**src/rtl/fifo_wr_arbiter_pkg.sv**
```systemverilog
// fifo_arb_pkg: shared types and index helpers for the FIFO write-port arbiter
package fifo_arb_pkg;
    typedef enum logic {ARB_IDLE, ARB_OWN} arb_state_t;
    function automatic int id_w(input int n);
        return (n > 1) ? $clog2(n) : 1;
    endfunction
    function automatic int rr_next(input int idx, input int n);
        return (idx + 1 >= n) ? 0 : idx + 1;
    endfunction
endpackage

```
**src/rtl/fifo_wr_arbiter_if.sv**
```systemverilog
// fifo_wr_arbiter_if: producer request/data bundle plus the FIFO write port
interface fifo_wr_arbiter_if
    import fifo_arb_pkg::*;
#(
    parameter int N_REQ  = 4,
    parameter int DATA_W = 10
) ();
    localparam int ID_W = id_w(N_REQ);
    logic [N_REQ-1:0]        req;
    logic [N_REQ*DATA_W-1:0] req_data;
    logic [N_REQ-1:0]        ack;
    logic                    fifo_full;
    logic                    fifo_write;
    logic [DATA_W-1:0]       fifo_datain;
    logic [ID_W-1:0]         owner_id;
    logic                    busy;
    modport master (output req, req_data, fifo_full, input ack, fifo_write, fifo_datain, owner_id, busy);
    modport slave (input req, req_data, fifo_full, output ack, fifo_write, fifo_datain, owner_id, busy);
endinterface

```
**src/rtl/fifo_wr_arbiter_rr_pick.sv**
```systemverilog
// rr_pick: combinational rotating-priority picker starting from a given index
module rr_pick
    import fifo_arb_pkg::*;
#(
    parameter int N_REQ = 4,
    parameter int ID_W  = id_w(N_REQ)
) (
    input  logic [N_REQ-1:0] i_req,
    input  logic [ID_W-1:0]  i_start,
    output logic             o_valid,
    output logic [ID_W-1:0]  o_winner
);
    logic [ID_W-1:0] w_idx;
    // Scan from the farthest offset back so the request nearest i_start wins last
    always_comb begin
        o_valid  = |i_req;
        o_winner = '0;
        w_idx    = '0;
        for (int k = N_REQ - 1; k >= 0; k--) begin
            w_idx = ID_W'((int'(i_start) + k) % N_REQ);
            if (i_req[w_idx]) o_winner = w_idx;
        end
    end
endmodule

```
**src/rtl/fifo_wr_arbiter.sv**
```systemverilog
// fifo_wr_arbiter: round-robin, burst-capable arbiter sharing one FIFO write port
module fifo_wr_arbiter
    import fifo_arb_pkg::*;
#(
    parameter int N_REQ     = 4,
    parameter int DATA_W    = 10,
    parameter int MAX_BURST = 4
) (
    input  logic             clock,
    input  logic             reset,
    fifo_wr_arbiter_if.slave io_bus
);
    localparam int ID_W  = id_w(N_REQ);
    localparam int CNT_W = $clog2(MAX_BURST + 1);

    arb_state_t        r_state;
    logic [ID_W-1:0]   r_rr_ptr;
    logic [ID_W-1:0]   r_owner;
    logic [CNT_W-1:0]  r_burst_cnt;
    logic              w_own;
    logic              w_own_hold;
    logic              w_pick_valid;
    logic              w_ack_en;
    logic              w_burst_end;
    logic [ID_W-1:0]   w_owner_next;
    logic [ID_W-1:0]   w_start;
    logic [ID_W-1:0]   w_pick;
    logic [ID_W-1:0]   w_grant;
    logic [N_REQ-1:0]  w_ack;
    logic [DATA_W-1:0] w_data;

    assign w_own        = r_state == ARB_OWN;
    assign w_own_hold   = w_own && io_bus.req[r_owner];
    assign w_owner_next = ID_W'(rr_next(int'(r_owner), N_REQ));
    assign w_start      = w_own ? w_owner_next : r_rr_ptr;
    assign w_grant      = w_own_hold ? r_owner : w_pick;
    assign w_ack_en     = !reset && !io_bus.fifo_full && (w_own_hold || w_pick_valid);
    assign w_burst_end  = (r_burst_cnt + CNT_W'(1)) == CNT_W'(MAX_BURST);

    rr_pick #(.N_REQ(N_REQ), .ID_W(ID_W)) u_pick (
        .i_req    (io_bus.req),
        .i_start  (w_start),
        .o_valid  (w_pick_valid),
        .o_winner (w_pick)
    );

    // Track ownership and burst length; a released owner hands over in the same cycle
    always_ff @(posedge clock or posedge reset) begin
        if (reset) begin
            r_state     <= ARB_IDLE;
            r_rr_ptr    <= '0;
            r_owner     <= '0;
            r_burst_cnt <= '0;
        end else if (w_own_hold) begin
            if (!io_bus.fifo_full) begin
                if (w_burst_end) begin
                    r_state     <= ARB_IDLE;
                    r_rr_ptr    <= w_owner_next;
                    r_burst_cnt <= '0;
                end else begin
                    r_burst_cnt <= r_burst_cnt + CNT_W'(1);
                end
            end
        end else if (!io_bus.fifo_full && w_pick_valid) begin
            if (MAX_BURST == 1) begin
                r_state  <= ARB_IDLE;
                r_rr_ptr <= ID_W'(rr_next(int'(w_pick), N_REQ));
            end else begin
                r_state     <= ARB_OWN;
                r_owner     <= w_pick;
                r_burst_cnt <= CNT_W'(1);
            end
        end else if (w_own) begin
            r_state     <= ARB_IDLE;
            r_rr_ptr    <= w_owner_next;
            r_burst_cnt <= '0;
        end
    end

    // Decode the grant into a one-hot ack and steer the granted data slice
    always_comb begin
        w_ack  = '0;
        w_data = '0;
        for (int i = 0; i < N_REQ; i++) begin
            if (w_ack_en && w_grant == ID_W'(i)) begin
                w_ack[i] = 1'b1;
                w_data   = io_bus.req_data[i*DATA_W +: DATA_W];
            end
        end
    end

    assign io_bus.ack         = w_ack;
    assign io_bus.fifo_write  = |w_ack;
    assign io_bus.fifo_datain = w_data;
    assign io_bus.owner_id    = w_own ? r_owner : '0;
    assign io_bus.busy        = w_own;
endmodule

```
**src/flat_wrapper.sv**
```systemverilog
// flat-port wrapper written by rule: the top's interface ports become plain ports
module fifo_wr_arbiter_flat import fifo_arb_pkg::*;
#(
    parameter int N_REQ     = 4,
    parameter int DATA_W    = 10,
    parameter int MAX_BURST = 4
)
  (clock, reset, io_bus_req, io_bus_req_data, io_bus_fifo_full, io_bus_ack, io_bus_fifo_write, io_bus_fifo_datain, io_bus_owner_id, io_bus_busy);
  fifo_wr_arbiter_if #(.N_REQ(N_REQ), .DATA_W(DATA_W)) io_bus_i ();
  input  logic clock;
  input  logic reset;
  input wire logic [$bits(io_bus_i.req)-1:0] io_bus_req;
  input wire logic [$bits(io_bus_i.req_data)-1:0] io_bus_req_data;
  input wire logic [$bits(io_bus_i.fifo_full)-1:0] io_bus_fifo_full;
  output wire logic [$bits(io_bus_i.ack)-1:0] io_bus_ack;
  output wire logic [$bits(io_bus_i.fifo_write)-1:0] io_bus_fifo_write;
  output wire logic [$bits(io_bus_i.fifo_datain)-1:0] io_bus_fifo_datain;
  output wire logic [$bits(io_bus_i.owner_id)-1:0] io_bus_owner_id;
  output wire logic [$bits(io_bus_i.busy)-1:0] io_bus_busy;
  assign io_bus_i.req = io_bus_req;
  assign io_bus_i.req_data = io_bus_req_data;
  assign io_bus_i.fifo_full = io_bus_fifo_full;
  assign io_bus_ack = io_bus_i.ack;
  assign io_bus_fifo_write = io_bus_i.fifo_write;
  assign io_bus_fifo_datain = io_bus_i.fifo_datain;
  assign io_bus_owner_id = io_bus_i.owner_id;
  assign io_bus_busy = io_bus_i.busy;
  fifo_wr_arbiter #(.N_REQ(N_REQ), .DATA_W(DATA_W), .MAX_BURST(MAX_BURST)) u_core (.clock(clock), .reset(reset), .io_bus(io_bus_i));
endmodule
```
**config.mk**
```make
export PLATFORM = sky130hd
export DESIGN_NAME = fifo_wr_arbiter_flat
export DESIGN_NICKNAME = d
export VERILOG_FILES = /design/src/rtl/fifo_wr_arbiter_pkg.sv /design/src/rtl/fifo_wr_arbiter_if.sv /design/src/rtl/fifo_wr_arbiter_rr_pick.sv /design/src/rtl/fifo_wr_arbiter.sv /design/src/flat_wrapper.sv
export SDC_FILE = /design/constraint.sdc
export NUM_CORES = 1
export LEC_CHECK = 0
export BUFFER_PORTS_ARGS = -buffer_cell sky130_fd_sc_hd__buf_4
export CORE_ASPECT_RATIO = 1.4
export CORE_MARGIN = 3
export CORE_UTILIZATION = 43
export DETAILED_ROUTE_END_ITERATION = 6
export HOLD_SLACK_MARGIN = 0.05
export PLACE_DENSITY = 0.77
export SYNTH_ARGS = -nofsm -noshare
export SYNTH_HDL_FRONTEND = slang
export SYNTH_HIERARCHICAL = 1
export SYNTH_SLANG_ARGS = --single-unit
```
**constraint.sdc**
```tcl
create_clock -name clock -period 2.6 [get_ports clock]
set_input_delay 0.26 -clock clock [delete_from_list [all_inputs] [get_ports clock]]
set_output_delay 0.26 -clock clock [all_outputs]
set_load 0.005 [all_outputs]
```
==> Yosys cells after proc, flatten, opt, wreduce, memory -nomap -nowiden <==
Index checks and enable logic that the tools add are counted.
{ "totals": {"wordCells": 81, "register_bits": 8, "input_bits": 47, "output_inout_bits": 18} }
{ "classes": {"muxes": 39, "n_eq_ne": 7, "addsub": 5, "n_reduce_logical": 19, "bitwise_logic": 1, "magnitude_cmp": 6} }
{ "ops": {"columns": ["cell", "n"], "rows": [
  ["two-way mux 10 bit", 4],
  ["two-way mux 2 bit", 12],
  ["less-than comparator 2 x 3 -> 1 bit (second input constant)", 5],
  ["two-way mux 3 bit", 5],
  ["two-way mux 1 bit", 13],
  ["binary-select mux 1 bit (select 2 bit)", 5],
  ["logical AND 1 bit", 8],
  ["OR reduction 4 bit", 2],
  ["AND reduction 2 bit", 3],
  ["adder 2 bit (second input constant)", 2],
  ["== test 2 bit (second input constant)", 2],
  ["inequality test 2 bit (second input constant)", 2],
  ["adder 2 x 1 -> 3 bit (second input constant)", 1],
  ["adder 3 x 1 -> 3 bit (second input constant)", 1],
  ["== test 3 bit (second input constant)", 1],
  ["greater-or-equal comparator 3 bit (second input constant)", 1],
  ["AND reduction 3 bit", 1],
  ["nonzero test 3 bit", 1],
  ["adder 2 x 1 -> 2 bit (second input constant)", 1],
  ["== test 2 x 1 -> 1 bit (second input constant)", 1],
  ["zero test 1 bit", 2],
  ["zero test 2 bit", 1],
  ["inequality test 2 x 1 -> 1 bit (second input constant)", 1],
  ["logical OR 1 bit", 1],
  ["inverter 1 bit", 1]
]} }

==> Depth between registers and ports, before layout <==
Gate-level depths: netlist of the first run.
{ "depth": {"ltp_word": 18, "ltp_mapped": 11} }

==> Cells and area by module <==
Netlist of the first run, hierarchy kept.
{ "modules_own_cells": {"columns": ["mod", "instances", "area_each_um2", "cells_each"], "rows": [
  ["fifo_wr_arbiter", 1, 1377.6, 174],
  ["rr_pick", 1, 77.6, 13]
]} }

==> Least setup slack after synthesis of the first run <==
No wires, ideal clock.
{ "synth_timing": {"path_type": "flip-flop to output port", "from": "register u_core.r_owner[0]", "to": "output io_bus_fifo_datain[0]", "path_slack_ns": -0.012, "stages_incl_launch_ff": 12, "arrival_ns": 2.352, "path_cell_list": "dfrtp_1 > ha_1 > mux2i_1 > inv_1 > nor3b_1 > a211oi_1 > nor2_1 > nand4bb_1 > a211oi_1 > o21ai_0 > buf_2 > o2111ai_1"} }
{ "synth_between": {"elab_chain_cells": 18, "word_cells_on_any_way": 37, "cone_classes": "4 x add/sub; 1 x order compare; 3 x eq/ne; 21 x mux; 8 x reduce/logical"} }
{ "synth_lines": {"columns": ["element", "line", "source"], "rows": [
  ["start, declared", "fifo_wr_arbiter.sv:18", "logic [ID_W-1:0] r_owner;"],
  ["start signal, assigned", "fifo_wr_arbiter.sv:70", "r_owner <= w_pick;"],
  ["adder 2 x 1 -> 3 bit (*)", "fifo_wr_arbiter_pkg.sv:8", "return (idx + 1 >= n) ? 0 : idx + 1;"],
  ["greater-or-equal comparator 3 bit", "fifo_wr_arbiter_pkg.sv:8", null],
  ["two-way mux 2 bit (*)", "fifo_wr_arbiter_pkg.sv:8", null],
  ["two-way mux 2 bit (*)", null, null],
  ["net u_core.w_start[1]", "fifo_wr_arbiter.sv:26", "logic [ID_W-1:0] w_start;"],
  ["adder 2 bit", "fifo_wr_arbiter_rr_pick.sv:20", "w_idx = ID_W'((int'(i_start) + k) % N_REQ);"],
  ["binary-select mux 1 bit (select 2 bit)", "fifo_wr_arbiter_rr_pick.sv:21", "if (i_req[w_idx]) o_winner = w_idx;"],
  ["two-way mux 1 bit (not written as such)", "fifo_wr_arbiter_rr_pick.sv:21", null],
  ["two-way mux 2 bit (3 in a row)", "fifo_wr_arbiter_rr_pick.sv:21", null],
  ["two-way mux 2 bit (*)", "fifo_wr_arbiter_rr_pick.sv:21", null],
  ["net u_core.w_pick[1]", "fifo_wr_arbiter.sv:27", "logic [ID_W-1:0] w_pick;"],
  ["two-way mux 2 bit (*)", "fifo_wr_arbiter.sv:36", "assign w_grant = w_own_hold ? r_owner : w_pick;"],
  ["zero test 2 bit", "fifo_wr_arbiter.sv:85", "if (w_ack_en && w_grant == ID_W'(i)) begin"],
  ["logical AND 1 bit", "fifo_wr_arbiter.sv:85", null],
  ["two-way mux 10 bit (3 in a row)", "fifo_wr_arbiter.sv:85", null],
  ["two-way mux 10 bit (*)", "fifo_wr_arbiter.sv:85", null],
  ["end, declared", "flat_wrapper.sv:17", "output wire logic [$bits(io_bus_i.fifo_datain)-1:0] io_bus_fifo_datain;"]
]} }
The timed path passes the listed nets; every way through them passes the cells marked *. The select of a mux whose other input is x is not followed.

==> Worst setup path in the final report of the first run <==
{ "layout_timing": {"from": "register u_core.r_owner[0]", "to": "output io_bus_fifo_datain[6]"} }
Same word-level chain as after synthesis.

==> results of run 1 <==
[sequential cells by signal (all words and copies together), names as in the netlist]
name                cells
u_core/r_owner          2
u_core/r_burst_cnt      3
u_core/io_bus.busy      1
u_core/r_rr_ptr         2
[through the flow]
step / hold slack (ns) / instances / power (uW) / area (sq um)
4_1_cts: 0.4247 / 305 / 2220 / 2386
5_1_grt: 0.4103 / 311 / 2698 / 2541
6_report: 0.4031 / 311 / 2559 / 2541
2_1_floorplan: 0.07566 / 187 / 1206 / 1519
3_3_place_gp: 0.2543 / 291 / 1718 / 2102
3_5_place_dp: 0.2568 / 291 / 1748 / 2102
[how the worst max path moves through the flow]
stage,startpoint,endpoint,slack [ns],cells past startpoint
after CTS,u_core/r_owner[0]$_DFFE_PP0P_,io_bus_fifo_datain[1],-0.29,11
after detailed placement,u_core/r_owner[0]$_DFFE_PP0P_,io_bus_fifo_datain[9],-0.12,12
after global routing,u_core/r_owner[0]$_DFFE_PP0P_,io_bus_fifo_datain[9],-0.56,13
final,u_core/r_owner[0]$_DFFE_PP0P_,io_bus_fifo_datain[6],-0.48,13
after global placement,u_core/r_owner[0]$_DFFE_PP0P_,io_bus_fifo_datain[0],-0.04,12
after floorplan,u_core/r_owner[0]$_DFFE_PP0P_,io_bus_fifo_datain[0],0.02,11
[power groups by stage]
stage	registers, uW	clock network, uW	logic, uW
3_5_place_dp	237	0	1510
2_1_floorplan	226	0	980
6_report	258	141	2160
4_1_cts	236	146	1840
3_3_place_gp	233	0	1480
5_1_grt	267	155	2280
[cell usage after synthesis (2+ instances only)]
cell / number
clkbuf_1: 9
o21ai_0: 4
nor3_1: 10
nand4bb_1: 2
dfrtp_1: 8
buf_2: 4
mux4_2: 2
buf_4: 2
o211ai_1: 11
nand2b_1: 3
mux2_2: 2
mux2_1: 3
a21o_1: 2
and3b_1: 2
o2111ai_1: 20
inv_1: 18
a211oi_1: 3
ha_1: 3
nor3b_1: 2
mux2i_1: 13
nor2_1: 11
and2_1: 13
nand3b_1: 3
nand2_1: 15
buf_6: 2
[cells by family (layout without fill, tap and decap cells)]
| group | after synthesis | count (layout) | share of synthesized area |
|---|---|---|---|
| AOI/OAI and AO/OA | 50 | 50 | 0.2846 |
| xor gates and xnor gates | 1 | 1 | 0.006020 |
| adders and majority gates | 3 | 3 | 0.02580 |
| buffers and inverters | 35 | 120 | 0.1092 |
| DFF | 8 | 8 | 0.1376 |
| muxes | 21 | 21 | 0.1694 |
| and+or+nand+nor | 69 | 69 | 0.2674 |
[critical path, cell delays in order (launching register included)]
cell and delay, ns:
dfrtp_1 0.41, ha_4 0.26, mux2i_4 0.16, inv_2 0.10, mux2i_2 0.17, a211oi_2 0.32
buf_4 0.17, nand3b_1 0.10, a221oi_2 0.23, buf_4 0.17, buf_6 0.12, o211ai_1 0.12
o2111ai_2 0.12, buf_4 0.14
[final cells by class]
cell class | instances | area, sq um
Clock buffer | 3 | 41.29
Fill cell | 197 | 641.9
Inverter | 18 | 72.57
Multi-Input combinational cell | 144 | 1348
Sequential cell | 8 | 200.2
Tap cell | 39 | 48.80
Timing Repair Buffer | 99 | 830.8
[what timing repair did]
| item | in CTS | in global routing |
|---|---|---|
| resized for setup | 34 | 23 |
| buffers inserted | 7 | 5 |
| gates cloned | 3 | 1 |
| endpoints found under the hold margin | 8 | 0 |
| hold buffers | 1 | 0 |
| endpoints found under the setup margin | 13 | 14 |
| pin swaps | 20 | 6 |
[layer usage]
metal	wire, um	vias to the layer above	track usage
met3	461	18	0.05545
met5	0	-	0
li1	-	874	-
met4	144	0	0.1000
met2	3034	85	0.4500
met1	2080	912	0.2568
==> results.tsv, run 1 <==
stage	metric	value	unit
clock_tree	total CTS buffers	3	
worst_hold_path	hold_sp	io_bus_fifo_full	
drt	DR vias/cell	6.074	
drt	Routed WL	5720	um
drt	via count	1889	
placed_design	dpl ws	-0.1221	ns
worst_setup_path	crit-path max FO	5	
power	internal power	1423	uW
sta	Worst-Margin Slew	0.5418	ns
sta	fin. max-slew vios	0	
sta	part of the cycle the worst path needs	1.183	
placed_design	placed wire-length estimate	3509	um
worst_setup_path	Data arrival, critical path	2.82	ns
flow_run	max-cap viol count	0	
clock_tree	TritonCTS clock tree	yes	
power	Reg power frac	0.101	
sta	RSZ-0062 raised after global routing	true	
clock_tree	# H-tree levels	1	
yosys	number of enable flip-flop cells after synthesis	0	
cells_and_area	share of post-route cells with drive strength above 1	0.5515	
worst_setup_path	Worst EP required	2.34	ns
floorplanning	starting density of the core	0.4572	
power	Clock Power Share	0.055	
sta	final hold viol count	0	
drt	1st-iter DRT viols	73	
worst_setup_path	r2r setup slk	0.19	ns
run_status	failing checks	setup timing	
yosys	Syn Inst Count	187	
sta	setup TNS	-5.036	ns
power	Sw Ratio	0.4438	
power	Lkg Pwr	0.001239	uW
yosys	warnings from Yosys	6	
power	VDD IR max	0.0008971	V
worst_setup_path	CP Class	reg2out	
global_routing	number of global-route vias before repair	1692	
sta	Final Setup Violations	14	
floorplanning	die area	4128	sq um
floorplanning	I/O pins	65	
worst_setup_path	CP Launch Type	flop	
worst_setup_path	CP endpoint kind	output pin	
placed_design	routability cong.	0.8707	
cells_and_area	antenna cell count	0	
sta	Max Freq	0.3250	GHz
cells_and_area	Finished Core Util	0.7983	
drt	DR WL/cell	18.39	um
global_routing	pin count of the biggest net entering global routing	23	
power	Gate power share	0.844	
cells_and_area	most frequent cells in the layout	82 x buf_4, 16 x inv_1, 14 x buf_6, 14 x nand2_1, 13 x and2_1	
global_routing	GRT overflow	0	
drt	number of iterations in the first detailed-routing pass	4	
clock_tree	worst skew pair latency	0.22	ns
worst_setup_path	R2R cell count	9	
clock_tree	clock root buffer	clkbuf_8	
yosys	Yosys top cell area share	0.1376	
worst_hold_path	Hold Path Stages	3	
worst_hold_path	worst min path class	in2reg	
yosys	Synth area leaders	dfrtp_1 14%, o2111ai_1 12%, mux2i_1 8.9%, o211ai_1 5.7%, and2_1 5.6%	
worst_setup_path	reg2reg start	u_core/r_owner[0]$_DFFE_PP0P_	
yosys	Distinct cells, synth	45	
clock_tree	Max Root-Sink Buffers	2	
yosys	Yosys top cell by area	dfrtp_1	
sta	post-layout min period	3.077	ns
cells_and_area	area grow syn2layout	74.63	%
cells_and_area	Nets	324	
clock_tree	Clock Pin Slew Worst Setup and Hold Paths	0.04	ns
global_routing	GRT Total Usage	0.2443	
drt	detailed-route DRC error count	0	
sta	Max-slew headroom	0.6379	
power	PwrDens	1007	nW/um^2
yosys	Synth async-reset ratio	1.000	
clock_tree	clock sink total	8	
floorplanning	standard-cell rows	24	
yosys	Syn Area/Cell	7.782	sq um
yosys	flops & latches, synth	8	
cells_and_area	commonest non-fill, non-tap cell in the layout	buf_4	
floorplanning	Die Ht	74.83	um
sta	Setup WS post-layout	-0.4765	ns
floorplanning	Die W	55.17	um
worst_setup_path	Reg-to-Reg End	u_core/r_rr_ptr[1]$_DFFE_PP0P_	
yosys	main flop type after synthesis	dfrtp_1	
yosys	Post-Syn Nets	237	
global_routing	initial antenna violation count	0	
power	net switching power	1135	uW
yosys	synthesized cell area	1455	sq um
worst_hold_path	WHS Endpoint	u_core/io_bus.busy$_DFFE_PP0P_	
run_status	status	complete, but fails checks	
drt	Antenna Violating Nets Remaining	0	
sta	clock skew	0.0005575	ns
global_routing	global-route wire length before repair	7610	um
placed_design	IO Port Bufs	64	
floorplanning	Core Region	3183	sq um
yosys	sequential fraction of the synthesis area	0.1376	
(Power assumes the default switching activity.)
==> inputs of run 2 (changes only) <==
--- a/config.mk
+++ b/config.mk
@@ -9,9 +9,11 @@
 export CORE_ASPECT_RATIO = 1.4
 export CORE_MARGIN = 3
 export CORE_UTILIZATION = 43
+export CTS_CLUSTER_DIAMETER = 40
 export DETAILED_ROUTE_END_ITERATION = 6
 export HOLD_SLACK_MARGIN = 0.05
 export PLACE_DENSITY = 0.77
+export SKIP_CTS_REPAIR_TIMING = 1
 export SYNTH_ARGS = -nofsm -noshare
 export SYNTH_HDL_FRONTEND = slang
 export SYNTH_HIERARCHICAL = 1
==> results.tsv, run 2 (same netlist as run 1, synthesis figures left out) <==
stage	metric	value	unit	change
run_status	status	complete, but fails checks		
run_status	failing checks	setup timing		
worst_setup_path	CP endpoint kind	output pin		
worst_setup_path	Data arrival, critical path	2.70	ns	-0.12 ns
clock_tree	Max Root-Sink Buffers	2		unchanged
placed_design	routability cong.	0.8707		unchanged
sta	RSZ-0062 raised after global routing	true		
global_routing	GR peak layer	met2		
global_routing	initial antenna violation count	0		unchanged
placed_design	Area after DPL	2102	sq um	unchanged
sta	final hold viol count	0		unchanged
cells_and_area	commonest non-fill, non-tap cell in the layout	buf_4		
worst_setup_path	Critical Path, Cell by Cell	buf_6 -> and2b_1 -> a21o_1 -> buf_6 -> mux2i_2 -> a211oi_2 -> buf_4 -> a2111oi_4 -> buf_4 -> o2111ai_1 -> o2111ai_1 -> buf_4		
clock_tree	total CTS buffers	3		unchanged
worst_setup_path	most used cell, CP	buf_4		
cells_and_area	Finished Core Util	0.7472		-0.05110
flow_run	max-cap viol count	0		unchanged
floorplanning	standard-cell rows	24		unchanged
placed_design	placed wire-length estimate	3509	um	unchanged
cells_and_area	largest registers	u_core/r_burst_cnt: 3 flops, u_core/r_owner: 2 flops, u_core/r_rr_ptr: 2 flops		
global_routing	number of global-route vias before repair	1533		-9.4%
power	VDD IR max	0.0008449	V	-5.8%
sta	Post-Route Hold Slack	0.4191	ns	+0.01603 ns
drt	DR WL/cell	16.91	um	-8.1%
cells_and_area	post-route cell area	2379	sq um	-6.4%
sta	post-layout min period	2.963	ns	-0.1139 ns
clock_tree	# H-tree levels	1		unchanged
cells_and_area	Nets	315		-2.8%
global_routing	GRT overflow	0		unchanged
clock_tree	worst skew pair latency	0.22	ns	about the same
worst_setup_path	CP Launch Type	flop		
sta	Max-slew headroom	0.6826		+0.04465
cells_and_area	most frequent cells in the layout	81 x buf_4, 16 x inv_1, 14 x nand2_1, 13 x and2_1		
worst_setup_path	crit-path max FO	6		+1
global_routing	pin count of the biggest net entering global routing	23		unchanged
worst_setup_path	slowest CP cell	dfrtp_1		
cells_and_area	area grow syn2layout	63.46	%	
power	PwrDens	971.0	nW/um^2	-3.6%
clock_tree	TritonCTS clock tree	yes		
global_routing	GRT Total Usage	0.2134		-0.03094
sta	part of the cycle the worst path needs	1.139		-0.04382
floorplanning	die area	4128	sq um	unchanged
floorplanning	Die W	55.17	um	unchanged
sta	fin. max-slew vios	0		unchanged
drt	via count	1780		-5.8%
drt	1st-iter DRT viols	40		-45%
floorplanning	I/O pins	65		unchanged
clock_tree	clock sink total	8		unchanged
cells_and_area	Biggest register	u_core/r_burst_cnt		
sta	Setup WS post-layout	-0.3626	ns	+0.1139 ns
global_routing	M3 GR Usage	0.03564		-0.01980
drt	Routed WL	5107	um	-11%
clock_tree	clock root buffer	clkbuf_8		
worst_hold_path	worst min path class	in2reg		
sta	Final Setup Violations	13		-1
floorplanning	Core Region	3183	sq um	unchanged
sta	clock skew	0.0007224	ns	+0.0001649 ns
clock_tree	Clock Pin Slew Worst Setup and Hold Paths	0.04	ns	about the same
cells_and_area	share of post-route cells with drive strength above 1	0.5095		-0.04196
drt	number of iterations in the first detailed-routing pass	4		unchanged
sta	Worst-Margin Slew	0.4750	ns	-0.06681 ns
drt	DR vias/cell	5.894		-3.0%
global_routing	met1 GRT Util	0.2408		-0.01597
cells_and_area	max reg flops	3		unchanged
worst_setup_path	Worst EP required	2.34	ns	about the same
global_routing	routing usage on met2	0.3934		-0.05658
placed_design	IO Port Bufs	64		unchanged
power	Lkg Pwr	0.001190	uW	-4.0%
sta	Max Freq	0.3375	GHz	+3.8%
worst_setup_path	CP Class	reg2out		
placed_design	dpl ws	-0.1221	ns	unchanged
worst_setup_path	crit-path max cell delay	0.40	ns	about the same
floorplanning	starting density of the core	0.4572		unchanged
drt	Antenna Violating Nets Remaining	0		unchanged
global_routing	global-route wire length before repair	6762	um	-11%
drt	detailed-route DRC error count	0		unchanged
cells_and_area	antenna cell count	0		unchanged
floorplanning	Die Ht	74.83	um	unchanged
## run 2: cell type report
type                            instances  area (sq um)
Multi-Input combinational cell        144          1304
Fill cell                             231         804.5
Timing Repair Buffer                   90         714.4
Sequential cell                         8         200.2
Inverter                               18         70.07
Tap cell                               39         48.80
Clock buffer                            3         41.29
## run 2: routing by layer
metal,routed length (um),up-vias
li1,-,855
met1,1935,833
met2,2648,80
met3,415,12
met4,107,0
met5,0,-
## run 2: path summary, 6_finish.rpt
check	from	end	slack, ns	cells past startpoint
max	u_core/r_owner[0]$_DFFE_PP0P_	io_bus_fifo_datain[9]	-0.36	12
min reg2reg	u_core/r_rr_ptr[0]$_DFFE_PP0P_	u_core/r_rr_ptr[0]$_DFFE_PP0P_	0.49	1
max reg2reg	u_core/r_owner[0]$_DFFE_PP0P_	u_core/r_rr_ptr[1]$_DFFE_PP0P_	0.23	8
min	io_bus_fifo_full	u_core/io_bus.busy$_DFFE_PP0P_	0.42	3
min in group asynchronous	reset	u_core/r_rr_ptr[1]$_DFFE_PP0P_	0.58	3
max in group asynchronous	reset	u_core/io_bus.busy$_DFFE_PP0P_	1.80	3
## run 2: where the power goes
part	switching [uW]	total (uW)	internal [uW]	leakage (uW)
sequential	74.0	258	184	0.0000981
clock	41.2	141	99.6	0.0000216
combinational	934	1910	976	0.00107
## run 2: through the flow
step           instances  power (uW)  TNS, ns
6_report             302        2310   -3.840
4_1_cts              294        1900   -3.994
2_1_floorplan        187        1206        0
3_5_place_dp         291        1748   -1.014
3_3_place_gp         291        1718  -0.1946
5_1_grt              302        2451   -4.710
## run 2: worst max-delay path, delay by kind of cell (launching register included)
| kind | cells | cell delay (ns) |
|---|---|---|
| buffers and inverters | 5 | 0.78 |
| muxes | 1 | 0.16 |
| DFF | 1 | 0.40 |
| AOI/OAI and AO/OA | 5 | 0.92 |
| and+or+nand+nor | 1 | 0.19 |
